## config.mk

```make
export PLATFORM = sky130hd
export DESIGN_NAME = hazard_ctrl
export DESIGN_NICKNAME = d
export VERILOG_FILES = /design/src/rtl/hazard_ctrl.sv
export SDC_FILE = /design/constraint.sdc
export NUM_CORES = 1
export LEC_CHECK = 0
export BUFFER_PORTS_ARGS = -buffer_cell sky130_fd_sc_hd__buf_2
export CORE_ASPECT_RATIO = 2
export CORE_MARGIN = 4
export CORE_UTILIZATION = 55
export DETAILED_ROUTE_END_ITERATION = 7
export PLACE_DENSITY = 0.83
export SYNTH_ARGS = -nofsm -noshare
export SYNTH_HDL_FRONTEND = slang
export SYNTH_SLANG_ARGS = --single-unit
```

## constraint.sdc

```tcl
create_clock -name clk_i -period 4.31 [get_ports clk_i]
set_input_delay 0.431 -clock clk_i [delete_from_list [all_inputs] [get_ports clk_i]]
set_output_delay 0.431 -clock clk_i [all_outputs]
set_load 0.05 [all_outputs]
```

## src/rtl/hazard_ctrl.sv

```systemverilog
// ---------------------------------------------------------------------------
// hazard_ctrl
// ID-stage hazard and stall controller for the 5-stage RV32 pipeline.
//  - Inserts bubbles (NoOp_o) on load-use hazards between IF/ID and ID/EX.
//    A branch consuming a load result gets BR_LU_BUBBLES bubbles, others 1.
//  - Flushes IF/ID when a branch resolves taken in ID.
//  - Freezes the whole pipeline while data memory is busy.
//  - Keeps saturating counters of bubble cycles and IF/ID flushes.
//
// Ports:
//  clk_i, rst_i          clock, synchronous active-high reset
//  IFID_Opcode_i/RS1/RS2 fields of the instruction in IF/ID
//  IDEX_MemRead_i/RD_i   load flag and destination of the ID/EX instruction
//  Branch_taken_i        branch in ID resolved taken this cycle
//  MemStall_i            data memory busy
//  NoOp_o                bubble request to Control
//  PCWrite_o, IFIDWrite_o front-end load enables
//  Flush_o               clear IF/ID
//  Freeze_o              hold ID/EX, EX/MEM, MEM/WB
//  StallCnt_o, FlushCnt_o performance counters
// ---------------------------------------------------------------------------
module hazard_ctrl #(
   parameter int BR_LU_BUBBLES = 2,
   parameter int CNT_W         = 16
) (
   input  logic             clk_i,
   input  logic             rst_i,
   input  logic [6:0]       IFID_Opcode_i,
   input  logic [4:0]       IFID_RS1_i,
   input  logic [4:0]       IFID_RS2_i,
   input  logic             IDEX_MemRead_i,
   input  logic [4:0]       IDEX_RD_i,
   input  logic             Branch_taken_i,
   input  logic             MemStall_i,
   output logic             NoOp_o,
   output logic             PCWrite_o,
   output logic             IFIDWrite_o,
   output logic             Flush_o,
   output logic             Freeze_o,
   output logic [CNT_W-1:0] StallCnt_o,
   output logic [CNT_W-1:0] FlushCnt_o
);

   typedef enum logic {RUN = 1'b0, STALL = 1'b1} state_t;

   // Bubbles still owed after the first one, loaded on a branch load-use.
   localparam logic [2:0]       BR_REM  = 3'(BR_LU_BUBBLES - 1);
   localparam logic [CNT_W-1:0] CNT_MAX = '1;

   state_t           state_q, state_d;
   logic [2:0]       rem_q, rem_d;
   logic [CNT_W-1:0] stall_cnt_q, stall_cnt_d;
   logic [CNT_W-1:0] flush_cnt_q, flush_cnt_d;

   logic [2:0] op_hi;
   logic       uses_rs2;
   logic       is_br;
   logic       lu_hit;

   // R-type, S-type and B-type read rs2; B-type is the branch class.
   assign op_hi    = IFID_Opcode_i[6:4];
   assign uses_rs2 = (op_hi == 3'b011) || (op_hi == 3'b010) || (op_hi == 3'b110);
   assign is_br    = (op_hi == 3'b110);

   // An all-zero opcode is the flushed/empty slot and must never stall.
   assign lu_hit = IDEX_MemRead_i && (IDEX_RD_i != 5'd0) && (IFID_Opcode_i != 7'd0) &&
                   ((IDEX_RD_i == IFID_RS1_i) || (uses_rs2 && (IDEX_RD_i == IFID_RS2_i)));

   // State register
   always_ff @(posedge clk_i) begin
      if (rst_i) begin
         state_q     <= RUN;
         rem_q       <= 3'd0;
         stall_cnt_q <= '0;
         flush_cnt_q <= '0;
      end else begin
         state_q     <= state_d;
         rem_q       <= rem_d;
         stall_cnt_q <= stall_cnt_d;
         flush_cnt_q <= flush_cnt_d;
      end
   end

   // Next-state logic
   always_comb begin
      state_d     = state_q;
      rem_d       = rem_q;
      stall_cnt_d = stall_cnt_q;
      flush_cnt_d = flush_cnt_q;
      // A memory freeze holds everything, so a stall in progress is extended.
      if (!MemStall_i) begin
         if (state_q == STALL) begin
            rem_d = rem_q - 3'd1;
            if (rem_d == 3'd0) state_d = RUN;
            if (stall_cnt_q != CNT_MAX) stall_cnt_d = stall_cnt_q + 1'b1;
         end else if (lu_hit) begin
            if (is_br && (BR_LU_BUBBLES > 1)) begin
               state_d = STALL;
               rem_d   = BR_REM;
            end
            if (stall_cnt_q != CNT_MAX) stall_cnt_d = stall_cnt_q + 1'b1;
         end else if (Branch_taken_i) begin
            if (flush_cnt_q != CNT_MAX) flush_cnt_d = flush_cnt_q + 1'b1;
         end
      end
   end

   // Output logic
   always_comb begin
      NoOp_o      = 1'b0;
      PCWrite_o   = 1'b1;
      IFIDWrite_o = 1'b1;
      Flush_o     = 1'b0;
      Freeze_o    = 1'b0;
      if (rst_i) begin
         NoOp_o      = 1'b1;
         PCWrite_o   = 1'b0;
         IFIDWrite_o = 1'b0;
      end else if (MemStall_i) begin
         Freeze_o    = 1'b1;
         PCWrite_o   = 1'b0;
         IFIDWrite_o = 1'b0;
      end else if ((state_q == STALL) || lu_hit) begin
         NoOp_o      = 1'b1;
         PCWrite_o   = 1'b0;
         IFIDWrite_o = 1'b0;
      end else if (Branch_taken_i) begin
         Flush_o     = 1'b1;
      end
   end

   assign StallCnt_o = stall_cnt_q;
   assign FlushCnt_o = flush_cnt_q;

endmodule

```

# Yosys cells after proc, flatten, opt, wreduce, memory -nomap -nowiden
# Cells that the tools add are included.
# totals
reg_bits	36
inputBits	27
output_inout_bits	37
word_cells	55
# op_classes
add_sub_neg	3
n_eq_ne	7
mux	22
bitwise_logic	3
reduce_logical	16
# op_table
op	n
$mux W16	3
$add A16 B1 Y16 const B	2
$ne A16 B16 Y1 const B	2
$mux W1	16
$eq A5 B5 Y1	2
$mux W3	3
$reduce_bool A7 Y1	1
$eq A3 B2 Y1 const B	2
$reduce_and A5 Y1	1
$reduce_bool A5 Y1	1
$logic_and A1 B1 Y1	4
$logic_or A1 B1 Y1	4
$reduce_bool A2 Y1	2
$eq A3 B3 Y1 const B	1
$logic_not A3 Y1	1
$not A1 Y1	3
$reduce_and A3 Y1	1
$sub A3 B1 Y3 const B	1
$reduce_and A2 Y1	1

# Depth between registers and ports, before layout
# depth
word_depth	10
ltp_mapped	8
mapped_depth_nobuf	6

# Worst setup path before layout
# Ideal clock, no wire load.
# synth_timing
path_kind	input -> output
start	input IFID_Opcode_i[2]
end	output PCWrite_o
arrival_ns	3.506
required_ns	3.879
path_slack_ns	0.373
stages	8
path_cell_list	or4_4 > o41ai_4 > a21oi_2 > a21oi_1 > buf_2 > buf_2 > nor3b_1 > buf_4
# synth_via
elab_chain_len	7
# synth_rtl
element	line	rtl
from (decl)	28	input logic [6:0] IFID_Opcode_i,
$reduce_bool A7 Y1	66	assign lu_hit = IDEX_MemRead_i && (IDEX_RD_i != 5'd0) && (IFID_Opcode_i != 7'd0) &&
$logic_and A1 B1 Y1 (2 in a row)	66	
$logic_or A1 B1 Y1	123	end else if ((state_q == STALL) || lu_hit) begin
$mux W1 (3 in a row)	n/a	
to (decl)	36	output logic PCWrite_o,
# Every way passes these cells.

# Worst setup path after layout
# layout_timing
start	input IFID_Opcode_i[5]
end	output IFIDWrite_o
# layout_via
elab_chain_len	10
# layout_rtl
element	line	rtl
$eq A3 B2 Y1	62	assign uses_rs2 = (op_hi == 3'b011) || (op_hi == 3'b010) || (op_hi == 3'b110);
$logic_or A1 B1 Y1 (2 in a row)	62	
$logic_and A1 B1 Y1	67	((IDEX_RD_i == IFID_RS1_i) || (uses_rs2 && (IDEX_RD_i == IFID_RS2_i)));
$logic_or A1 B1 Y1	67	
$logic_and A1 B1 Y1 *	66	
$logic_or A1 B1 Y1 *	123	
$mux W1 *	123	
$mux W1 *	119	end else if (MemStall_i) begin
$mux W1 *	115	if (rst_i) begin
to (decl)	37	output logic IFIDWrite_o,
# Every way passes the cells marked *; elsewhere a longest branch is shown, timed or not.

==> run summary <==
Outcome = finished clean
First-pass iteration count of the detailed router = 4
Number of instances in the synthesized netlist = 252
Share of synthesized flip-flops with an asynchronous set or reset = 0%
Maximum net fanout on the critical path = 32
Beginning of the critical path = IFID_Opcode_i[5]
List of most frequent post-synthesis cells = dfxtp_1, a21oi_1, o31ai_1, or4_1
Simple-gate share of the synthesized area = 29.96%
Average detailed-routed wire length per instance = 14.27 µm
Clock network latency to the later pin of the worst-skew pair = 290 ps
Num ports = 64
Number of max-cap violations = 0
Count of synthesis-stage warnings from yosys = 0
Arrival time of the worst setup path = 2410 ps
CTS hold repair buffers = 0
Flops & latches, synth = 36
Detailed-route vias per instance = 6.014
Synthesized-area fraction occupied by ao, oa, aoi and oai cells = 22.06%
Top cell type by total area after synthesis = dfxtp_1
Clock transition at the registers of the reported paths = 70 ps
Max VDD drop = 0.2770 mV
Gr usage total = 22.09%
Worst setup slack for register-to-register paths = 2020 ps
Layout filler cell count = 340
Standard cell area after detailed placement = 2429 µm²
Row count = 31
H-tree level count = 2
Number of nets produced by synthesis = 283
RR Endpoint = FlushCnt_o[5]
Number of hold violations in the final report = 0
Overall die height = 95.48 µm
Relative slew margins = 43.15%
Horizontal die dimension = 51.74 µm
Number of inserted diodes = 0
Final count of pins violating max slew = 0
Final wirelength = 5124 µm
Commonest register cell after synthesis = dfxtp_1
Portion of the clock cycle consumed by the worst path in the final layout = 65.95%
DRC violations left = 0
Post-Route Utilization = 69.56%
Violation count after the first detailed-routing iteration = 33
Worst Tran Pin Value = 849.6 ps
CTS tree = done
Number of CTS-inserted buffers = 5
Detail Placement HPWL = 3766 µm
Tightest Hold Check Type = flop to flop
Total number of vias = 2,159
DRT antenna net count = 0
Path type of the worst setup path = input port to primary output
Post-Layout Cell Count = 359
Net count reported at finish = 340
Worst Skew = 8.687 ps
Total instance count after detailed placement = 351
Total grt overflow = 0
Unrepaired setup endpoints after global routing = false
Cell with the most instances after synthesis = dfxtp_1
Total of endpoints with negative setup slack in the final report = 0
Total number of clock tree sinks = 36
Endpoint class of the critical path = primary output
P_leak = 0.0009418 µW
Core area = 3646 µm²
Setup Buffers After CTS = 0
Sequential area share after synthesis = 34.24%
# resized after CTS = 0
Sum of negative setup slack = 0 ps
Layout cell share with drive strength beyond 1 = 27.42%
Layout Cell Area excl Fill = 2536 µm²
Share of the synthesized area in the top cell type = 34.24%
Input/output buffers = 63
Worst r2r src = FlushCnt_o[2]
Combinational family with the most area after synthesis = simple AND/OR/NAND/NOR gates
Synthesized-area fraction occupied by adder cells = 2.378%
Post-synthesis share of cell area spent on xor and xnor gates = 4.578%
Initial antenna violation count = 0
Final GP Congestion = 0.7549
Cell count of the worst reg-to-reg path = 6
Number of enable flip-flop cells after synthesis = 0
Yosys cell types = 43
Final worst path period need = 2842 ps
Synth-to-layout area growth = 20.51%
Total design power = 700.8 µW
Vias in the first global route = 2,003
Root buffer cell = clkbuf_8
Pwr/cell area = 276.3 nW/µm²
First-pass GRT wire length = 8397 µm
Summed instance area of the synthesized netlist = 2105 µm²
Syn Area/Cell = 8.351 µm²
Area of the die = 4940 µm²
Buffers from clock root to sink, at most = 2
Area contributors post-synth = dfxtp_1, a21oi_1, o31ai_1
Highest clock frequency the design can meet = 351.8 MHz
Fraction of synthesized area in multiplexers = 2.675%
Required arrival time at the worst endpoint = 3880 ps
Maximum number of pins on one net before global-route repair = 47
Startpoint type of the worst setup path = input port
Initial core utilization = 57.72%
Critical path capture point = IFIDWrite_o
[placed cells by master (no fill, tap or decap), types with 5 or more instances in the layout]
master,netlist,routed
or3_1,8,8
or4_1,19,19
nor2_1,11,11
xnor2_1,10,10
dfxtp_1,36,36
clkbuf_8,0,5
nand2_1,14,14
o31ai_1,19,19
a21oi_1,31,30
o21ai_0,9,9
nand4_1,10,10
mux2_2,5,5
buf_2,3,63
nor2b_1,8,8
nand3_1,14,14
[worst max-delay path, stage by stage]
cell and delay (ps):
buf_2 110, or4_4 520, o41ai_4 230, a21oi_2 110
a21oi_2 140, buf_4 280, nor3b_1 270, buf_2 310
[report_power, final]
group | leakage, µW | switching (µW) | internal [µW] | total [µW]
clock | 0.0000552 | 121 | 172 | 292
combinational | 0.000597 | 47.3 | 25.9 | 73.2
sequential | 0.000290 | 1.84 | 334 | 335
[cells by family (layout without fill, tap and decap cells)]
logic type,Yosys count,in the layout
simple gates,106,106
mux,5,5
flops,36,36
compound gates,71,71
fa+ha+maj,4,4
xor+xnor,11,11
buf+inv,19,77
[cell type report]
class | count | area, µm² | share of cell area, %
Clock buffer | 6 | 72.57 | 2.861
Sequential cell | 36 | 720.7 | 28.42
Timing Repair Buffer | 65 | 330.3 | 13.02
Inverter | 4 | 15.01 | 0.5920
Tap cell | 49 | 61.31 | 2.417
Multi-Input combinational cell | 197 | 1301 | 51.31
Clock inverter | 2 | 35.03 | 1.381
[flip-flops by register name (all words and copies together), names as in the netlist]
name / count
StallCnt_o: 16
rem_q: 3
state_q: 1
FlushCnt_o: 16
[metrics by stage]
step | hold WS (ps) | setup WS, ps
2_1_floorplan | 453.9 | 373.2
3_3_place_gp | 464.6 | 1520
3_5_place_dp | 481.7 | 1480
4_1_cts | 492.9 | 1475
5_1_grt | 512.3 | 1298
6_report | 487.9 | 1468
[worst min path at each step]
stage	start	end	slack (ps)	depth (start not counted)
final	StallCnt_o[9]	StallCnt_o[9]	490	2
after global routing	rem_q[1]	rem_q[1]	510	2
after CTS	IFID_Opcode_i[4]	state_q	490	4
after detailed placement	FlushCnt_o[9]	FlushCnt_o[9]	480	2
after global placement	rem_q[1]	rem_q[1]	460	2
after floorplan	rem_q[1]	rem_q[1]	450	2
[metal layers]
| layer | part of all wire, % | track usage [%] | up-vias |
|---|---|---|---|
| li1 | - | - | 1073 |
| met1 | 37 | 21.45 | 1025 |
| met2 | 56 | 42.87 | 49 |
| met3 | 4.3 | 3.286 | 12 |
| met4 | 2.8 | 11.16 | 0 |
| met5 | 0 | 0 | - |
No activity file was read; power rests on OpenSTA's default activity.
